[src/rtl/itag_seq_ctl.sv]
// rtl/itag_seq_ctl.sv - sequencer/arbiter sharing the itag_shell tag port between flush, fill and lookup
//
// Ports:
//   clk, reset            single clock, synchronous active-high reset
//   flush_req             pulse: invalidate the whole tag array
//   flush_busy/flush_done walk in progress / 1-cycle completion pulse
//   pwrdn_req             level: enter low-power mode when idle
//   fill_req/addr/tag/gnt tag write request and combinational grant
//   lk_req/addr/tag/gnt   lookup request and combinational grant
//   lk_rsp_vld/lk_hit     lookup result, one cycle after lk_gnt
//   tag_addr/in/vld/we    tag port towards itag_shell
//   tag_pwrdn             itag_shell power-down (1 = down)
//   itag_hit              itag_shell hit result
module itag_seq_ctl #(
    parameter int IDX_W = 9,
    parameter int TAG_W = 18
) (
    input  logic             clk,
    input  logic             reset,
    input  logic             flush_req,
    output logic             flush_busy,
    output logic             flush_done,
    input  logic             pwrdn_req,
    input  logic             fill_req,
    input  logic [IDX_W-1:0] fill_addr,
    input  logic [TAG_W-1:0] fill_tag,
    output logic             fill_gnt,
    input  logic             lk_req,
    input  logic [IDX_W-1:0] lk_addr,
    input  logic [TAG_W-1:0] lk_tag,
    output logic             lk_gnt,
    output logic             lk_rsp_vld,
    output logic             lk_hit,
    output logic [IDX_W-1:0] tag_addr,
    output logic [TAG_W-1:0] tag_in,
    output logic             tag_vld,
    output logic             tag_we,
    output logic             tag_pwrdn,
    input  logic             itag_hit
);

    localparam logic [1:0] ST_FLUSH = 2'd0;
    localparam logic [1:0] ST_IDLE  = 2'd1;
    localparam logic [1:0] ST_SLEEP = 2'd2;
    localparam logic [1:0] ST_WAKE  = 2'd3;

    localparam logic [IDX_W-1:0] IDX_LAST = '1;
    localparam logic [IDX_W-1:0] IDX_ONE  = {{(IDX_W-1){1'b0}}, 1'b1};

    logic [1:0]       state;
    logic [IDX_W-1:0] idx;
    logic             flush_pend;

    // Last values driven on the tag port, so idle cycles do not toggle it.
    logic [IDX_W-1:0] addr_q;
    logic [TAG_W-1:0] in_q;
    logic             vld_q;

    logic any_req;
    assign any_req = flush_req | fill_req | lk_req;

    assign flush_busy = (state == ST_FLUSH);
    // The array registers its enable, so WAKE already drives it low.
    assign tag_pwrdn  = (state == ST_SLEEP);
    assign lk_hit     = lk_rsp_vld & itag_hit;

    always_comb begin
        fill_gnt = 1'b0;
        lk_gnt   = 1'b0;
        tag_we   = 1'b0;
        tag_addr = addr_q;
        tag_in   = in_q;
        tag_vld  = vld_q;
        case (state)
            ST_FLUSH: begin
                tag_we   = 1'b1;
                tag_addr = idx;
                tag_in   = '0;
                tag_vld  = 1'b0;
            end
            ST_IDLE: begin
                // flush_req takes the cycle without a grant
                if (!flush_req) begin
                    if (fill_req) begin
                        fill_gnt = 1'b1;
                        tag_we   = 1'b1;
                        tag_addr = fill_addr;
                        tag_in   = fill_tag;
                        tag_vld  = 1'b1;
                    end else if (lk_req) begin
                        lk_gnt   = 1'b1;
                        tag_addr = lk_addr;
                        tag_in   = lk_tag;
                        tag_vld  = 1'b1;
                    end
                end
            end
            default: begin
            end
        endcase
    end

    always_ff @(posedge clk) begin
        if (reset) begin
            state      <= ST_FLUSH;
            idx        <= '0;
            flush_pend <= 1'b0;
            flush_done <= 1'b0;
            lk_rsp_vld <= 1'b0;
            addr_q     <= '0;
            in_q       <= '0;
            vld_q      <= 1'b0;
        end else begin
            addr_q     <= tag_addr;
            in_q       <= tag_in;
            vld_q      <= tag_vld;
            lk_rsp_vld <= lk_gnt;
            flush_done <= 1'b0;
            case (state)
                ST_FLUSH: begin
                    if (flush_req) begin
                        idx <= '0;
                    end else if (idx == IDX_LAST) begin
                        idx        <= '0;
                        state      <= ST_IDLE;
                        flush_done <= 1'b1;
                    end else begin
                        idx <= idx + IDX_ONE;
                    end
                end
                ST_IDLE: begin
                    if (flush_req) begin
                        idx   <= '0;
                        state <= ST_FLUSH;
                    end else if (!fill_req && !lk_req && pwrdn_req) begin
                        state <= ST_SLEEP;
                    end
                end
                ST_SLEEP: begin
                    if (flush_req) begin
                        flush_pend <= 1'b1;
                    end
                    if (!pwrdn_req || any_req) begin
                        state <= ST_WAKE;
                    end
                end
                default: begin
                    // WAKE lasts one cycle; a flush_req seen here is honoured too
                    if (flush_pend || flush_req) begin
                        flush_pend <= 1'b0;
                        idx        <= '0;
                        state      <= ST_FLUSH;
                    end else begin
                        state <= ST_IDLE;
                    end
                end
            endcase
        end
    end

endmodule

[config.mk]
export PLATFORM = sky130hd
export DESIGN_NAME = itag_seq_ctl
export DESIGN_NICKNAME = d
export VERILOG_FILES = /design/src/rtl/itag_seq_ctl.sv
export SDC_FILE = /design/constraint.sdc
export NUM_CORES = 1
export LEC_CHECK = 0
export CORE_AREA = 3 3 72 74
export CTS_CLUSTER_DIAMETER = 150
export CTS_CLUSTER_SIZE = 20
export DETAILED_ROUTE_END_ITERATION = 6
export DIE_AREA = 0 0 75 77
export PLACE_DENSITY = 0.84
export SYNTH_ARGS = -nofsm -noshare
export SYNTH_HDL_FRONTEND = slang
export SYNTH_SLANG_ARGS = --single-unit
[constraint.sdc]
create_clock -name clk -period 4.6 [get_ports clk]
set_input_delay 0.69 -clock clk [delete_from_list [all_inputs] [get_ports clk]]
set_output_delay 0.69 -clock clk [all_outputs]
set_load 0.02 [all_outputs]
[Word level (Yosys, flattened, before mapping)]
Index checks and enable logic that the tools add are counted.
Storage, ports and cells
  input bits: 61
  flip-flop bits (word level): 42
  memories kept: 0
  logic and storage cells: 75
  bits in read-only memories: 0
  output and inout port bits: 36
  latch bits: 0
  bits in writable memories: 0
Operators by class
  reduce and logical (&&, ||, !) cells: 15
  multipliers: 0
  equal/unequal tests: 9
  bitwise logic cells: 6
  divide/modulo/power cells: 0
  magnitude comparators: 0
  add/sub/neg operators: 1
  shifts and indexed selects: 0
  muxes and demuxes: 36
Operator list (count)
  $mux 9: 7
  $mux 18: 3
  $pmux 18 s2: 1
  $pmux 9 s3: 1
  $pmux 9 s2: 1
  $mux 1: 14
  $mux 2: 5
  $add 9x1->9 const B: 1
  $eq 9x9->1 const B: 1
  $ne 2x2->1 const B: 3
  $pmux 1 s2: 3
  $pmux 2 s3: 1
  $reduce_and 3->1: 2
  $ne 2x1->1 const B: 2
  $reduce_and 4->1: 1
  $logic_not 1->1: 3
  $ne 3x3->1 const B: 1
  $not 1->1: 3
  $reduce_bool 3->1: 1
  $reduce_or 3->1: 1
  $eq 2x1->1 const B: 1
  $eq 2x2->1 const B: 1
  $logic_and 1x1->1: 2
  $logic_not 2->1: 1
  other kinds (5): 7

[Longest topological paths before layout]
  depth after elaboration: 6
  depth in mapped cells: 8
  gate-level depth less buffers: 8

[Worst setup path after synthesis]
No wires, ideal clock.
  path type: input to output
  start: input port flush_req
  end: output port tag_in[0]
  path buffers: 1
  path slack: 1.941 ns
  data arrival time: 1.969 ns
  cell stages on the path: 5
  required time: 3.910 ns
  cell sequence: or3b_4 nor3b_4 buf_4 a222oi_1 inv_1
Between the ends
  cells in the longest elaborated chain, start to end: 2
RTL lines
  start: declaration: RTL line 20  | input logic flush_req,
  $mux 18: RTL line 83  | if (!flush_req) begin
  $pmux 18 s2: RTL line 74  | case (state)
  end: declaration: RTL line 35  | output logic [TAG_W-1:0] tag_in,
No other way between the ends.

[Worst setup path after layout]
  start: register state[0]
  end: output port tag_in[10]
Between the ends
  cells in the longest elaborated chain, start to end: 2
  elaborated cells between the ends (all ways): 3
  classes of those cells: 1 x eq/ne; 1 x mux; 1 x reduce/logical
RTL lines
  start: declaration: RTL line 50  | logic [1:0] state;
  start signal: assignment: RTL line 105  | state <= ST_FLUSH;
  start signal: assignment: RTL line 125  | state <= ST_IDLE;
  start signal: assignment: RTL line 134  | state <= ST_FLUSH;
  $eq 2x1->1 or $logic_not 2->1 (tied branches): RTL line 74
  $pmux 18 s2 (*): RTL line 74
Mark *: on every way between the ends. The rest lies on a longest branch, timed or not.

==> results.py <==
metrics = {
    "layout": {
        "fin_util_pct": 66.77,
        "final_cell_area_mm2": 0.003112,
        "final_cell_mix": "clkdlybuf4s50_1 (96), dfxtp_1 (42), nor2_1 (32)",
        "antenna_cells": 0,
        "final_common_cell": "clkdlybuf4s50_1",
        "nets": 388,
        "area_delta_synth_final_pct": 53.23,
        "final_layout_size_suffix_gt1_share_pct": 5.231,
    },
    "worst_setup_path": {
        "cpPeakStageDelay_ps": 860,
        "r2r_start": "state[0]",
        "crit_end": "tag_in[10]",
        "r2r_cells": 5,
        "worstReg2RegEnd": "addr_q[2]",
        "worstSetupStartpoint": "state[0]",
        "startpoint_type": "register",
        "crit_family": "buffers and inverters",
        "crit_type": "reg -> out",
        "crit_slowest_cell": "dfxtp_1",
        "crit_cells": 6,
        "arrival_ps": 3300,
        "path_cells": "or3b_4 -> nor3b_4 -> buf_4 -> a222oi_1 -> inv_1 -> clkdlybuf4s50_1",
        "crit_fanout": 29,
        "cp_data_required_time_ps": 3910,
        "critical_path_buf_inv_count": 3,
        "setup.worst_path.end_class": "primary output",
        "ff2ff_setup_slack_ps": 2070,
    },
    "routing": {
        "wl_per_cell_um": 16.35,
        "ant_nets": 0,
        "drtPass1Iterations": 7,
        "drt-initial-drc-count": 172,
        "viasPerCell": 5.544,
        "drc_errors": 0,
        "finalWirelength_um": 6195,
        "vias": 2101,
    },
    "flow_run": {
        "max_cap_violations": 0,
    },
    "sta": {
        "slew_viol_final": 0,
        "fin_crit_ps": 3994,
        "fin_crit_sh_pct": 86.82,
        "timing.fmax_mhz": 250.4,
        "slew_headroom_pct": 43.32,
        "clock_skew_ps": 7.403,
        "tns_ps": 0,
        "worst_slew_pin_slew_ps": 847.5,
        "rsz0062_at_grt": "false",
        "setup_violations": 0,
        "hold_viol_final": 0,
    },
    "floorplanning": {
        "start_util_pct": 43.57,
        "core-area_mm2": 0.004661,
        "dieHeight_um": 77,
        "dieArea_mm2": 0.005775,
        "die_w_um": 75,
        "num_rows": 25,
        "pin_count": 97,
    },
    "grt": {
        "grt_usage_pct": 21.44,
        "grt.overflow.total": 0,
        "grt_pass1_wl_um": 9770,
        "met2_usage_pct": 34.93,
        "grtUsageMet1_pct": 27.87,
        "grt_start_max_net_pins": 30,
        "grt_pass1_vias": 2079,
        "grt.met3_usage_pct": 3.801,
        "antenna_found_initial": 0,
        "top_usage_layer": "met2",
    },
    "synthesis": {
        "syn_area_mm2": 0.002031,
        "synth_fp_nets": 297,
        "ys_warn_count": 0,
        "syn_area_per_cell_um2": 8.678,
        "yosysSeqAreaShare_pct": 41.40,
        "ys_types": 41,
        "ys_ff_latch": 42,
        "synthArstFlopShare_pct": 0,
        "synthFlopType": "dfxtp_1",
        "synth_edf_count": 0,
        "netlist_instances": 234,
    },
    "power": {
        "leakage_uw": 0.001257,
        "ir_worst_vdd_v": 0.0001265,
        "pwr_density_cell_mw_per_mm2": 216.2,
        "finalPower_uw": 672.8,
    },
    "clock_network": {
        "hold_buffers": 0,
        "clk_latency_ps": 300,
        "cts_max_level": 2,
        "cts-root-buf": "clkbuf_8",
        "cts_made_buffers": 5,
        "cts_resized": 0,
        "postCtsSetupBuffers": 0,
        "path_clk_slew_ps": 80,
        "cts_tree": "yes",
        "clockBufferDepth": 2,
        "clock-sinks": 42,
    },
    "min_path": {
        "worstHoldStart": "in_q[17]",
        "worstHoldPathType": "reg -> reg",
    },
    "place": {
        "gp_congestion": 0.8130,
        "place_area_mm2": 0.003033,
        "place_hpwl_um": 4587,
        "io_buffers": 96,
    },
    "status": {
        "status": "completed",
    },
}
==> area by class of cell <==
| type | count | area (um2) |
|---|---|---|
| multi-input cells | 155 | 1035 |
| well taps | 54 | 67.56 |
| flip-flops and latches | 42 | 840.8 |
| fillers | 389 | 1549 |
| repair buffers | 102 | 1018 |
| inverters | 19 | 71.32 |
| clock inverters | 2 | 10.01 |
| clock buffers | 5 | 68.82 |
==> stage by stage <==
step	hold slack, ps	worst slack, ps	cells
final	502.0	606.4	379
after floorplan	462.9	1941	234
after global routing	533.4	402.3	379
after CTS	506.3	615.6	379
after global placement	474.5	742.8	372
after detailed placement	485.6	721.4	372
==> worst min-delay path, delay by kind of cell, from the launching register on <==
| family | cells | cell delay [ps] |
|---|---|---|
| DFF | 1 | 310 |
| and+or+nand+nor | 1 | 80 |
| AOI/OAI and AO/OA | 1 | 70 |
==> metal layers <==
metal / vias to the layer above / wire [um] / part of all wire, %
li1: 1028 / - / -
met1: 983 / 2680 / 43
met2: 77 / 3052 / 49
met3: 13 / 360 / 5.8
met4: 0 / 102 / 1.6
met5: - / 0 / 0
==> synth_stat cells (4+ instances only) <==
master,instances,share of area (%)
nand2b_1,10,3.1
nand2_1,7,1.3
nand4b_1,9,3.9
nor2b_1,13,4.0
nand3_1,4,0.99
nor2_1,32,5.9
buf_2,4,0.99
clkbuf_1,11,2.0
a221o_1,9,4.4
a21oi_1,17,4.2
a222oi_1,17,8.4
dfxtp_1,42,41
inv_1,19,3.5
==> state kept, by name (all words and copies together), names as in the netlist <==
name and flops:
in_q 18, flush_done 1, state 2, flush_pend 1
addr_q 9, lk_rsp_vld 1, idx 9, vld_q 1
==> power breakdown <==
group	switching, uW	internal (uW)	total (uW)
clock network	126	102	228
registers	1.48	365	366
logic	25.2	54.0	79.2
==> logic make-up after synthesis <==
kind of cell | Yosys count | share of synthesized area (%)
AO/OA/AOI/OAI | 60 | 23.23
XOR/XNOR | 4 | 1.726
adder cells (fa/ha/maj) | 2 | 1.232
buffers and inverters | 37 | 7.640
flip-flops | 42 | 41.40
AND/OR/NAND/NOR | 89 | 24.77
==> worst min-delay path by stage <==
stage	end	slack, ps	cells past startpoint
2_1_floorplan	in_q[0]	460	2
3_3_place_gp	in_q[3]	470	2
3_5_place_dp	in_q[1]	490	2
4_1_cts	in_q[1]	510	2
5_1_grt	idx[6]	530	2
6_report	in_q[17]	500	2
No activity file was read; power rests on OpenSTA's default activity.
